## src/rtl/dna_ip_reg_dna_reader.sv

```systemverilog
`default_nettype none
// ============================================================================
// dna_ip_reg_dna_reader : AXI-Lite register bank + DNA_PORT serial read sequencer
// Rev 1.0
// ============================================================================
module dna_ip_reg_dna_reader #(
    parameter int          ADDR_WIDTH = 32,
    parameter int          DATA_WIDTH = 32,
    parameter int          DNA_WIDTH  = 57,
    parameter int          CLK_DIV    = 2,
    parameter logic [31:0] IP_ID      = 32'h444E_4101
) (
    input  logic                  clk,
    input  logic                  resetn,
    input  logic [3:0]            i_wen,
    input  logic [ADDR_WIDTH-1:0] i_addr_w,
    input  logic [DATA_WIDTH-1:0] i_data_w,
    input  logic [ADDR_WIDTH-1:0] i_addr_r,
    output logic [DATA_WIDTH-1:0] o_data_r,
    output logic                  o_dna_read,
    output logic                  o_dna_shift,
    output logic                  o_dna_clk,
    input  logic                  i_dna_dout,
    output logic                  o_busy
);

    localparam logic [2:0] WORD_CTRL    = 3'd0;
    localparam logic [2:0] WORD_STATUS  = 3'd1;
    localparam logic [2:0] WORD_DNA_LO  = 3'd2;
    localparam logic [2:0] WORD_DNA_HI  = 3'd3;
    localparam logic [2:0] WORD_SCRATCH = 3'd4;
    localparam logic [2:0] WORD_ID      = 3'd5;

    localparam int             DIV_W    = (CLK_DIV > 1) ? $clog2(CLK_DIV) : 1;
    localparam logic [DIV_W-1:0] DIV_LAST = DIV_W'(CLK_DIV - 1);
    localparam logic [6:0]     BIT_LAST = 7'(DNA_WIDTH - 1);

    typedef enum logic [1:0] {
        IDLE  = 2'd0,
        LOAD  = 2'd1,
        SHIFT = 2'd2
    } state_t;

    state_t               state, state_nx;
    logic [DIV_W-1:0]     div_cnt, div_cnt_nx;
    logic                 phase, phase_nx;
    logic [6:0]           bit_cnt, bit_cnt_nx;
    logic [DNA_WIDTH-1:0] sr, sr_nx;
    logic [DNA_WIDTH-1:0] dna, dna_nx;
    logic                 busy, busy_nx;
    logic                 done, done_nx;
    logic                 valid, valid_nx;
    logic                 dna_read, dna_read_nx;
    logic                 dna_shift, dna_shift_nx;
    logic [31:0]          scratch;

    logic [2:0]           wr_word;
    logic [2:0]           rd_word;
    logic                 wr_commit;
    logic                 start_req;
    logic                 half_end;
    logic [63:0]          dna_ext;
    logic                 unused_addr_bits;

    assign wr_word   = i_addr_w[4:2];
    assign rd_word   = i_addr_r[4:2];
    assign wr_commit = |i_wen;
    assign start_req = wr_commit && (wr_word == WORD_CTRL) && i_wen[0] && i_data_w[0];
    assign half_end  = (div_cnt == DIV_LAST);
    assign dna_ext   = 64'(dna);

    assign unused_addr_bits = ^{i_addr_w[ADDR_WIDTH-1:5], i_addr_w[1:0],
                                i_addr_r[ADDR_WIDTH-1:5], i_addr_r[1:0]};

    // SCRATCH: byte-granular writes
    always_ff @(posedge clk or negedge resetn) begin
        if (!resetn) begin
            scratch <= '0;
        end else if (wr_commit && (wr_word == WORD_SCRATCH)) begin
            for (int b = 0; b < 4; b++) begin
                if (i_wen[b]) begin
                    scratch[b*8 +: 8] <= i_data_w[b*8 +: 8];
                end
            end
        end
    end

    // Sequencer state; strobes and dna_clk are flops so the primitive sees clean edges
    always_ff @(posedge clk or negedge resetn) begin
        if (!resetn) begin
            state     <= IDLE;
            div_cnt   <= '0;
            phase     <= 1'b0;
            bit_cnt   <= '0;
            sr        <= '0;
            dna       <= '0;
            busy      <= 1'b0;
            done      <= 1'b0;
            valid     <= 1'b0;
            dna_read  <= 1'b0;
            dna_shift <= 1'b0;
        end else begin
            state     <= state_nx;
            div_cnt   <= div_cnt_nx;
            phase     <= phase_nx;
            bit_cnt   <= bit_cnt_nx;
            sr        <= sr_nx;
            dna       <= dna_nx;
            busy      <= busy_nx;
            done      <= done_nx;
            valid     <= valid_nx;
            dna_read  <= dna_read_nx;
            dna_shift <= dna_shift_nx;
        end
    end

    always_comb begin
        state_nx     = state;
        div_cnt_nx   = div_cnt;
        phase_nx     = phase;
        bit_cnt_nx   = bit_cnt;
        sr_nx        = sr;
        dna_nx       = dna;
        busy_nx      = busy;
        done_nx      = done;
        valid_nx     = valid;
        dna_read_nx  = 1'b0;
        dna_shift_nx = 1'b0;

        case (state)
            IDLE: begin
                if (start_req) begin
                    state_nx    = LOAD;
                    busy_nx     = 1'b1;
                    done_nx     = 1'b0;
                    div_cnt_nx  = '0;
                    phase_nx    = 1'b0;
                    dna_read_nx = 1'b1;
                end
            end

            LOAD: begin
                dna_read_nx = 1'b1;
                if (half_end) begin
                    div_cnt_nx = '0;
                    phase_nx   = ~phase;
                    if (phase) begin
                        state_nx     = SHIFT;
                        bit_cnt_nx   = '0;
                        dna_read_nx  = 1'b0;
                        dna_shift_nx = 1'b1;
                    end
                end else begin
                    div_cnt_nx = div_cnt + 1'b1;
                end
            end

            SHIFT: begin
                dna_shift_nx = 1'b1;
                if (half_end) begin
                    div_cnt_nx = '0;
                    phase_nx   = ~phase;
                    if (!phase) begin
                        // last low cycle: DOUT is stable before the coming rising edge
                        sr_nx = DNA_WIDTH'({sr, i_dna_dout});
                    end else if (bit_cnt == BIT_LAST) begin
                        state_nx     = IDLE;
                        dna_nx       = sr;
                        busy_nx      = 1'b0;
                        done_nx      = 1'b1;
                        valid_nx     = 1'b1;
                        dna_shift_nx = 1'b0;
                    end else begin
                        bit_cnt_nx = bit_cnt + 1'b1;
                    end
                end else begin
                    div_cnt_nx = div_cnt + 1'b1;
                end
            end

            default: begin
                state_nx = IDLE;
            end
        endcase
    end

    always_comb begin
        o_data_r = '0;
        case (rd_word)
            WORD_STATUS:  o_data_r = DATA_WIDTH'({valid, done, busy});
            WORD_DNA_LO:  o_data_r = DATA_WIDTH'(dna_ext[31:0]);
            WORD_DNA_HI:  o_data_r = DATA_WIDTH'(dna_ext[63:32]);
            WORD_SCRATCH: o_data_r = DATA_WIDTH'(scratch);
            WORD_ID:      o_data_r = DATA_WIDTH'(IP_ID);
            default:      o_data_r = '0;
        endcase
    end

    assign o_dna_read  = dna_read;
    assign o_dna_shift = dna_shift;
    assign o_dna_clk   = phase;
    assign o_busy      = busy;

endmodule
`default_nettype wire

```

## config.mk

```make
export PLATFORM = sky130hd
export DESIGN_NAME = dna_ip_reg_dna_reader
export DESIGN_NICKNAME = d
export VERILOG_FILES = /design/src/rtl/dna_ip_reg_dna_reader.sv
export SDC_FILE = /design/constraint.sdc
export NUM_CORES = 1
export LEC_CHECK = 0
export BUFFER_PORTS_ARGS = -buffer_cell sky130_fd_sc_hd__buf_2
export CORE_ASPECT_RATIO = 0.75
export CORE_MARGIN = 3
export CORE_UTILIZATION = 50
export CTS_BUF_LIST = sky130_fd_sc_hd__clkbuf_16
export CTS_CLUSTER_DIAMETER = 200
export DETAILED_ROUTE_END_ITERATION = 10
export PLACE_DENSITY = 0.8
export SETUP_SLACK_MARGIN = 0.4
export SLEW_MARGIN = 20
export SYNTH_ARGS = -nofsm -noshare
export SYNTH_HDL_FRONTEND = slang
export SYNTH_SLANG_ARGS = --single-unit
```

## constraint.sdc

```tcl
create_clock -name clk -period 4.55 [get_ports clk]
set_input_delay 0.2275 -clock clk [delete_from_list [all_inputs] [get_ports clk]]
set_output_delay 0.2275 -clock clk [all_outputs]
set_load 0.02 [all_outputs]
```

## After elaboration in Yosys (flattened, before gate mapping)

Cells that the tools add are included.
W data, S select, Z words.

- Logic and storage cells: 95
- Output and inout port bits: 36
- Flip-flop bits (word level): 162
- Input bits: 103

- Muxes and demuxes: 38
- Equal/unequal tests: 17
- Add/subtract/negate cells: 2
- Reduce and logical (&&, ||, !) cells: 22
- Bitwise gates (word level): 1

Operator list:

| kind | number |
|---|---|
| $pmux W32 S5 | 1 |
| $mux W7 | 5 |
| $mux W1 | 18 |
| $ne A2 B2 Y1 const B | 7 |
| $pmux W7 S2 | 1 |
| $mux W2 | 6 |
| $pmux W1 S2 | 6 |
| $reduce_and A6 Y1 | 2 |
| $reduce_and A2 Y1 | 5 |
| $eq A3 B3 Y1 const B | 3 |
| $add A7 B1 Y7 const B | 1 |
| $eq A7 B6 Y1 const B | 1 |
| $eq A3 B2 Y1 const B | 2 |
| $pmux W2 S3 | 1 |
| $reduce_and A3 Y1 | 2 |
| $reduce_bool A2 Y1 | 3 |
| $reduce_and A5 Y1 | 1 |
| $logic_and A1 B1 Y1 | 4 |
| $reduce_and A4 Y1 | 1 |
| $reduce_or A4 Y1 | 1 |
| $eq A3 B1 Y1 const B | 1 |
| $logic_not A3 Y1 | 1 |
| $eq A2 B1 Y1 const B | 1 |
| $eq A2 B2 Y1 const B | 1 |
| other kinds (5) | 5 |

## Depth between registers and ports, before layout

Gate-level depths: netlist (run 1).

- Depth in word-level cells: 6
- Mapped depth: 8
- Gate-level depth less buffers: 6

## Least setup slack after synthesis (run 1)

No wires, ideal clock.

- Path kind: flip-flop to flip-flop
- Start point: register state[0]
- End point: register dna[48]
- Stages on the path, launching flop included: 8
- Data arrival time: 1.630 ns
- Setup time: 0.125 ns
- Path slack: 2.795 ns
- Period minus slack after synthesis: 1.755 ns
- Required time: 4.425 ns
- Path buffers: 2
- Cells stage by stage: dfrtp_1 > inv_1 > ha_1 > and3_1 > nand3_2 > buf_4 > buf_6 > mux2_4

- Longest elaborated chain between the ends: 2

Ends and longest elaborated chain:

| item | line | RTL |
|---|---|---|
| start: declaration | 44 | `state_t state, state_nx;` |
| start signal: assignment | 103 | `state <= state_nx;` |
| $eq A2 B2 Y1 | 130 | `case (state)` |
| $reduce_and A4 Y1 (no line) | n/a |  |
| end signal: assignment | 108 | `dna <= dna_nx;` |
| end: declaration | 49 | `logic [DNA_WIDTH-1:0] dna, dna_nx;` |

Every way passes these cells.
A chain may end at the register's enable or synchronous reset.

## Worst setup path in the final report (run 1)

- Start point: register state[0]
- End point: register dna[18]

Same word-level chain as after synthesis.

==> results of run 1 <==
sequential cells by signal, summed over array words and instances (netlist names):
| name | count |
|---|---|
| div_cnt | 1 |
| state | 2 |
| o_dna_shift | 1 |
| o_dna_read | 1 |
| bit_cnt | 7 |
| o_busy | 1 |
| valid | 1 |
| scratch | 32 |
| dna | 57 |
| o_dna_clk | 1 |
| sr | 57 |
| done | 1 |
report_power, final:
part	switching (mW)	internal [mW]
combinational	0.346	0.272
clock	0.609	0.767
sequential	0.0962	1.57
cells in the mapped netlist (all sizes together), types with 3 or more instances:
cell / count
mux2i: 4
a21oi: 13
a22oi: 29
mux2: 149
clkbuf: 9
ha: 6
nand2: 26
a22o: 3
o22ai: 3
inv: 9
nand4: 4
o21ai: 30
and3: 7
buf: 24
dfrtp: 162
nor2: 11
or3: 5
nand2b: 4
worst reg2reg max path, cell delays in order (launching register included):
cell	delay, ns
dfrtp_1	0.38
inv_1	0.09
ha_1	0.30
and3_1	0.20
nand3_2	0.07
buf_4	0.64
mux2_2	0.49
area by class of cell:
cell class	count	share of cell area
flip-flops and latches	162	0.503
multi-input cells	314	0.339
repair buffers	85	0.0555
clock buffers	17	0.0528
well taps	171	0.0266
clock inverters	15	0.0180
inverters	9	0.00420
cell families after synthesis:
group / after synthesis
xor gates and xnor gates: 1
muxes: 153
AOI/OAI and AO/OA: 86
adders and majority gates: 6
and+or+nand+nor: 68
DFF: 162
buffers and inverters: 42
metal layers:
layer,track usage,vias up,part of all wire
met1,0.267,2275,0.45
met2,0.338,89,0.50
met3,0.0531,14,0.036
met5,0,-,0
li1,-,2004,-
met4,0.0488,0,0.011
path summary, 6_finish.rpt:
kind | startpoint | to
min reg2reg | valid | valid
max | state[0] | dna[18]
max in group asynchronous | resetn | dna[1]
max reg2reg | state[0] | dna[18]
min in group clk | i_data_w[19] | scratch[19]
min | resetn | sr[17]
layout by cell type, fill, tap and decap left out, types with 7 or more instances in the layout:
| cell | synthesis | final |
|---|---|---|
| dfrtp_1 | 162 | 162 |
| mux2_4 | 8 | 8 |
| inv_1 | 9 | 9 |
| nor2_1 | 11 | 11 |
| a21oi_1 | 12 | 12 |
| and3_1 | 7 | 7 |
| buf_2 | 18 | 79 |
| nand2_1 | 26 | 26 |
| clkbuf_16 | 0 | 17 |
| a22oi_1 | 29 | 29 |
| mux2_2 | 140 | 140 |
| o21ai_0 | 30 | 30 |
==> flow_summary.ini, run 1 <==
[critical_path]
crit_slowest_cell = buf_4
start_kind = register
r2r_cells = 6
cp_slowest_stage_delay_ns = 0.64
ff2ff_setup_slack_ns = 2.28
required_ns = 4.85
critPathKind = register to register
arrival_ns = 2.58
crit_buf_inv = 2
cp-end-kind = register
cp_cell_sequence = inv_1 -> ha_1 -> and3_1 -> nand3_2 -> buf_4 -> mux2_2
critPathMaxFanout = 59
crit_family = buffers and inverters
cp_num_cells = 6

[synth]
synth_edf_count = 0
async_flop_share = 1.00
synth_top_cell_area_share = 0.580
synth.area.top_cells = dfrtp_1, mux2_2, a22oi_1
synth_xor_area_frac = 0.00125
synth-adder-area-share = 0.0107
ys_warn_count = 0
yosys.area.top_type = dfrtp_1
synth-compound-area-share = 0.0792
netlist_area_um2 = 6980
synth_mux_area_frac = 0.250
synth_cell_types = 42
synthCells = 518
synth_top_family_by_area = multiplexers
synthesis.nets = 627
ys.flop_type = dfrtp_1
synthSimpleGateAreaFrac = 0.0496
ys_seq_area_frac = 0.580
synth_seq_cells = 162
syn_avg_cell_area_um2 = 13.5

[final_layout]
syn_to_final_growth_pct = 15.3
drive_above_1_share = 0.452
postLayoutCoreUtil = 0.604
finalNonFillerCells = 773
multi_input_comb_area_um2 = 2730
seq_area_um2 = 4050
fillers = 999
fin_nets = 698
diodes = 0
fin_area_um2 = 8050

[sta]
worstMarginPinSlew_ns = 0.964
fin_setup_tns_ns = 0
period_needed_ns = 2.27
rsz0062_at_grt = false
fin_worst_skew_ns = 0.00627
period_share = 0.499
whs_ns = -0.0442
fin_ws_ns = 2.28
drv_slew = 0
max_slew_margin = 0.357
fmax_mhz = 440
hold_violations = 42
finalSetupViolCount = 0

[detailed_routing]
antenna_left = 0
drc = 0
drt-total-wl_um = 14700
vias_per_cell = 5.67
dr.pass1.iters = 5
via_count = 4382
wl_per_cell_um = 19.0
drt-initial-drc-count = 197

[floorplanning]
boundaryPins = 139
core_area_um2 = 13300
die_w_um = 142
die_h_um = 108
dieArea_um2 = 15400
placementRows = 36
start_util = 0.524

[clock_tree]
cts_max_path_buffers = 2
cts_buffers = 17
htree_levels = 4
cts_setup_buffers = 0
root_buffer = clkbuf_16
cts_resized = 0
clock-sinks = 162
cts_hold_buf = 0
insertion_delay_ns = 0.42
clk_pin_slew_ns = 0.06
cts_tree = built

[placed_design]
place_ws_ns = 2.29
hpwl_um = 9210
gp_congestion = 0.770
dp.cells = 741
io_buffers = 80
place_area_um2 = 7480

[power_and_ir_drop]
power.leakage_nw = 4.05
total_power_mw = 3.66
p_per_area_nw_per_um2 = 454
peakVddDrop_mv = 0.274

[status]
status = finished, violations left
violations = hold timing

[global_route]
grt_use_total = 0.203
grt_start_max_net_pins = 127
first_global_vias = 4689
grt.overflow.total = 0
grt_first_pass_wirelength_um = 24300
antenna_found_initial = 0

[flow_run]
max-cap-violations = 0

[min_path]
worstHoldPathType = input port to asynchronous set/reset pin
Power figures use the tool's default switching activity.
==> inputs of run 2 (changes only) <==
--- a/config.mk
+++ b/config.mk
@@ -5,6 +5,7 @@
 export SDC_FILE = /design/constraint.sdc
 export NUM_CORES = 1
 export LEC_CHECK = 0
+export ABC_AREA = 1
 export BUFFER_PORTS_ARGS = -buffer_cell sky130_fd_sc_hd__buf_2
 export CORE_ASPECT_RATIO = 0.75
 export CORE_MARGIN = 3
@@ -12,7 +13,7 @@
 export CTS_BUF_LIST = sky130_fd_sc_hd__clkbuf_16
 export CTS_CLUSTER_DIAMETER = 200
 export DETAILED_ROUTE_END_ITERATION = 10
-export PLACE_DENSITY = 0.8
+export PLACE_DENSITY = 0.79
 export SETUP_SLACK_MARGIN = 0.4
 export SLEW_MARGIN = 20
 export SYNTH_ARGS = -nofsm -noshare
==> constraint.sdc (replaced) <==
create_clock -name clk -period 2.25 [get_ports clk]
set_input_delay 0.1125 -clock clk [delete_from_list [all_inputs] [get_ports clk]]
set_output_delay 0.1125 -clock clk [all_outputs]
set_load 0.02 [all_outputs]
==> run 2 against run 1 <==
The run now ends clean. Wire length increased by 20%. Worst setup slack got worse by 1.8 ns. First-iteration DRC count increased to 3.4 times the previous value. Clock skew increased by 0.0014 ns. Die area increased by 0.58%. Design area increased by 7.0%. Combinational power increased by 54%. Count of clock-buffer cells in the layout unchanged. Non-clock buffer count increased by 44. Worst hold slack improved by 0.061 ns. Highest routed layer unchanged. Global-route usage increased by 3.2 points. Largest power group unchanged.
==> flow_summary.ini, run 2 <==
[sta]
fin_setup_tns_ns = 0
drv_slew = 0
max_slew_margin = 0.669
period_needed_ns = 1.76
rsz0062_at_grt = false
worstMarginPinSlew_ns = 0.493
finalSetupViolCount = 0
fin_worst_skew_ns = 0.00766
hold_violations = 0
period_share = 0.782
whs_ns = 0.0165
fmax_mhz = 568
fin_ws_ns = 0.490

[flow_run]
max-cap-violations = 0

[final_layout]
drive_above_1_share = 0.153
reg_top3 = dna (57), sr (57), scratch (32)
diodes = 0
layout_common_cells = nand2_1, dfrtp_1, o21ai_0, inv_1, buf_2
postLayoutCoreUtil = 0.644
syn_to_final_growth_pct = 22.6
finalNonFillerCells = 1093
fin_area_um2 = 8620
final_common_cell = nand2_1
multi_input_comb_area_um2 = 2490
fin_nets = 1019
seq_area_um2 = 4050
fillers = 997

[synth]
syn_avg_cell_area_um2 = 8.83
synth_cell_types = 31
ys_seq_area_frac = 0.577
ys_warn_count = 0
synth_edf_count = 0
synth.area.top_cells = dfrtp_1, nand2_1, o21ai_0
synthCells = 796
synth.most_common_cell = nand2_1
async_flop_share = 1.00
synthesis.nets = 905
ys.flop_type = dfrtp_1
netlist_area_um2 = 7030
synth_seq_cells = 162
yosys.area.top_type = dfrtp_1
synth_commonest_cells = nand2_1, dfrtp_1, o21ai_0, inv_1, o21ai_1
synth_top_cell_area_share = 0.577

[placed_design]
hpwl_um = 11000
place_area_um2 = 7640
gp_congestion = 0.866
place_ws_ns = 0.372
io_buffers = 80
dp.cells = 1026

[clock_tree]
root_buffer = clkbuf_16
clock-sinks = 162
cts_buffers = 17
htree_levels = 4
cts_max_path_buffers = 2
insertion_delay_ns = 0.43
cts_tree = built
clk_pin_slew_ns = 0.06
cts_setup_buffers = 0

[critical_path]
cp_slowest_stage_delay_ns = 0.41
critPathKind = register to register
cp_cell_sequence = inv_1 -> ha_4 -> buf_4 -> nand4_4 -> buf_12 -> nand2_1 -> o21ai_0
start_kind = register
critPathMaxFanout = 55
arrival_ns = 2.07
required_ns = 2.56
cp-end-kind = register
crit_slowest_cell = dfrtp_1

[detailed_routing]
wl_per_cell_um = 16.1
drt-total-wl_um = 17600
drc = 0
drt-initial-drc-count = 667
dr.pass1.iters = 8
antenna_left = 0
via_count = 5842
vias_per_cell = 5.34

[global_route]
met2_usage = 0.357
grt.overflow.total = 0
grt_use_met3 = 0.0671
gr-max-usage-layer = met2
grt_first_pass_wirelength_um = 28300
grt_start_max_net_pins = 56
use_met1 = 0.320
grt_use_total = 0.235
antenna_found_initial = 0
first_global_vias = 5684

[power_and_ir_drop]
peakVddDrop_mv = 0.429
p_per_area_nw_per_um2 = 839
power.leakage_nw = 4.10
total_power_mw = 7.23

[floorplanning]
boundaryPins = 139
placementRows = 36
die_h_um = 109
core_area_um2 = 13400
die_w_um = 143
dieArea_um2 = 15500
start_util = 0.525

[min_path]
worstHoldPathType = input port to register

[status]
status = complete, no violations
## run 2: cell types whose count changed in the layout (fill, tap and decap cells not counted), sizes merged, moves of 7 or more
cell,delta
o211ai,+10
nor2,+12
and3,-7
dlygate4sd3,+35
a22oi,-15
inv,+72
buf,+10
mux2,-149
nand3,+21
o21ai,+125
nand2,+234
## run 2: worst max-delay path, delay by kind of cell, from the launching register on
family / cells / cell delay [ns]
AOI/OAI and AO/OA: 1 / 0.08
adders and majority gates: 1 / 0.25
buffers and inverters: 3 / 0.59
DFF: 1 / 0.41
and+or+nand+nor: 2 / 0.31
## run 2: final timing paths
path                       startpoint          end  slack (ns)  cells after the start
max in group asynchronous      resetn       sr[32]        1.40                      3
min reg2reg                     valid        valid        0.47                      1
min                          i_wen[1]  scratch[12]        0.02                      3
min in group asynchronous      resetn   bit_cnt[5]        0.17                      2
max reg2reg                  state[0]      dna[22]        0.49                      7
max                          state[0]      dna[22]        0.49                      7
## run 2: logic make-up after synthesis
family                   share of synthesized area
AND/OR/NAND/NOR                              0.188
AO/OA/AOI/OAI                                0.147
flip-flops                                   0.577
buffers and inverters                       0.0753
adder cells (fa/ha/maj)                     0.0107
XOR/XNOR                                   0.00249
## run 2: repair_timing
item                                    CTS  global route
endpoints found under the hold margin    75             0
pin swaps                                 0             1
hold buffers                             35             0
endpoints found under the setup margin    8           117
gates resized for setup                   1             4
gates cloned                              0             1
## run 2: layer usage
metal	wire, um	part of all wire
met2	7980	0.45
met3	1300	0.074
met1	7800	0.44
met4	530	0.030
met5	0	0
## run 2: where the power goes
| part | leakage, nW | internal, mW | switching (mW) |
|---|---|---|---|
| sequential | 2.20 | 3.19 | 0.176 |
| combinational | 1.61 | 0.330 | 0.620 |
| clock | 0.288 | 1.74 | 1.17 |
## run 2: layout make-up
cell class / count / area share
clock inverters: 14 / 0.0190
inverters: 85 / 0.0375
repair buffers: 129 / 0.110
flip-flops and latches: 162 / 0.471
multi-input cells: 515 / 0.289
clock buffers: 17 / 0.0494
well taps: 171 / 0.0248
==> inputs of run 3 (changes only) <==
==> constraint.sdc (replaced) <==
create_clock -name clk -period 1.7 [get_ports clk]
set_input_delay 0.085 -clock clk [delete_from_list [all_inputs] [get_ports clk]]
set_output_delay 0.085 -clock clk [all_outputs]
set_load 0.02 [all_outputs]
==> run 3 against run 2 <==
The flow now finishes with violations (hold timing, setup timing). Count of clock-buffer cells in the layout unchanged. Non-clock buffer count increased by 90. Via count increased by 33%. Wire length increased by 76%. Critical path depth increased by 1. Maximum frequency decreased by 3.3%. Critical path type unchanged. Largest power group unchanged.
==> flow_summary.ini, run 3 (synthesis gave the netlist of run 2 again) <==
[status]
status = finished, violations left
violations = hold timing, setup timing

[detailed_routing]
drt-initial-drc-count = 1494
drc = 0
wl_per_cell_um = 26.2
vias_per_cell = 6.57
dr.pass1.iters = 9
via_count = 7779
antenna_left = 0
drt-total-wl_um = 31100

[floorplanning]
boundaryPins = 139
placementRows = 36
die_w_um = 143
core_area_um2 = 13400
start_util = 0.525
dieArea_um2 = 15500
die_h_um = 109

[critical_path]
path_common_cell = buf_12
cp-end-kind = register
critPathKind = register to register
cp_num_cells = 8
cp_cell_sequence = inv_2 -> ha_4 -> buf_12 -> nand4_4 -> buf_12 -> buf_12 -> nand2_1 -> o21ai_0
cp_slowest_stage_delay_ns = 0.42
critPathMaxFanout = 14
r2r_cells = 8
start_kind = register
required_ns = 2.02
crit_family = buffers and inverters
arrival_ns = 2.14
crit_slowest_cell = dfrtp_1
crit_buf_inv = 4

[sta]
fmax_mhz = 549
hold_violations = 1
fin_ws_ns = -0.120
finalSetupViolCount = 88
max_slew_margin = 0.655
rsz0062_at_grt = true
worstMarginPinSlew_ns = 0.515
drv_slew = 0
period_needed_ns = 1.82
whs_ns = -0.00208
period_share = 1.07
fin_worst_skew_ns = 0.0149

[final_layout]
drive_above_1_share = 0.399
syn_to_final_growth_pct = 53.5
diodes = 0
postLayoutCoreUtil = 0.806
reg_top3 = dna (57), sr (57), scratch (32)
fin_nets = 1109
final_common_cell = nand2_1
layout_common_cells = nand2_1, dfrtp_1, o21ai_1, inv_1, buf_4
fin_area_um2 = 10800

[global_route]
grt_start_max_net_pins = 45
gr-max-usage-layer = met2
grt_first_pass_wirelength_um = 37900
grt_use_total = 0.321
grt.overflow.total = 0
use_met1 = 0.404
first_global_vias = 7039
grt_use_met3 = 0.0820
antenna_found_initial = 0
met2_usage = 0.516

[power_and_ir_drop]
total_power_mw = 10.5
power.leakage_nw = 4.93
peakVddDrop_mv = 0.734
p_per_area_nw_per_um2 = 975

[clock_tree]
cts_max_path_buffers = 2
cts_buffers = 17
insertion_delay_ns = 0.46
cts_tree = built
root_buffer = clkbuf_16
clock-sinks = 162
htree_levels = 4
clk_pin_slew_ns = 0.07

[min_path]
hold_depth = 3
worstHoldPathType = input port to register

[placed_design]
gp_congestion = 0.908
place_area_um2 = 7670
io_buffers = 80
hpwl_um = 10800
place_ws_ns = 0.0477

[flow_run]
max-cap-violations = 0
==> run 3: cell count changes in the layout (fill, tap and decap cells not counted), sizes merged <==
cell	delta
buf	+80
clkbuf	+4
clkinvlp	+3
nand3	-1
dlygate4sd3	+6
inv	+1
bufinv	-3
clkinv	+1
==> run 3: layer usage <==
| layer | share of wire | up-vias |
|---|---|---|
| met3 | 0.13 | 284 |
| li1 | - | 2982 |
| met2 | 0.44 | 846 |
| met5 | 0 | - |
| met4 | 0.085 | 0 |
| met1 | 0.35 | 3667 |
==> run 3: final cells by class <==
type                    count  area (um2)
clock inverters            15         111
well taps                 171         214
multi-input cells         514        3250
repair buffers            219        2370
flip-flops and latches    162        4060
fillers                   560        2590
repair inverters            1        16.3
clock buffers              17         425
inverters                  85         338
==> run 3: worst register-to-register path: cells and delay by family (launching register included) <==
kind | cells | cell delay (ns)
buffers and inverters | 4 | 0.65
AOI/OAI and AO/OA | 1 | 0.12
adders and majority gates | 1 | 0.24
DFF | 1 | 0.42
and+or+nand+nor | 2 | 0.26
==> run 3: per-stage QoR <==
step	TNS (ns)	std cells
after floorplan	0	796
after global placement	0	1029
after detailed placement	0	1029
after CTS	0	1155
after global routing	-6.20	1184
final	-3.48	1184
==> run 3: timing repair <==
action,4_1_cts,5_1_grt
setup endpoints to repair,155,161
hold buffers,41,0
buffers inserted,38,24
endpoints found under the hold margin,195,0
resized for setup,199,197
pin swaps,42,23
gates cloned,15,5
==> run 3: power by group <==
group / switching (mW) / leakage, nW / internal [mW] / total [mW]
clock: 1.81 / 0.261 / 1.88 / 3.70
sequential: 0.429 / 2.20 / 4.23 / 4.65
combinational: 1.29 / 2.47 / 0.871 / 2.16
total: 3.53 / 4.93 / 6.98 / 10.5
==> run 3: worst paths after layout <==
path | to | slack (ns) | from
worst max-delay path | dna[18] | -0.12 | state[0]
worst min-delay path | scratch[12] | -0.002 | i_wen[1]
worst max register to register | dna[18] | -0.12 | state[0]
worst min register to register | sr[32] | 0.52 | sr[32]
max in group asynchronous | dna[37] | 1.00 | resetn
min in group asynchronous | scratch[29] | 0.12 | resetn
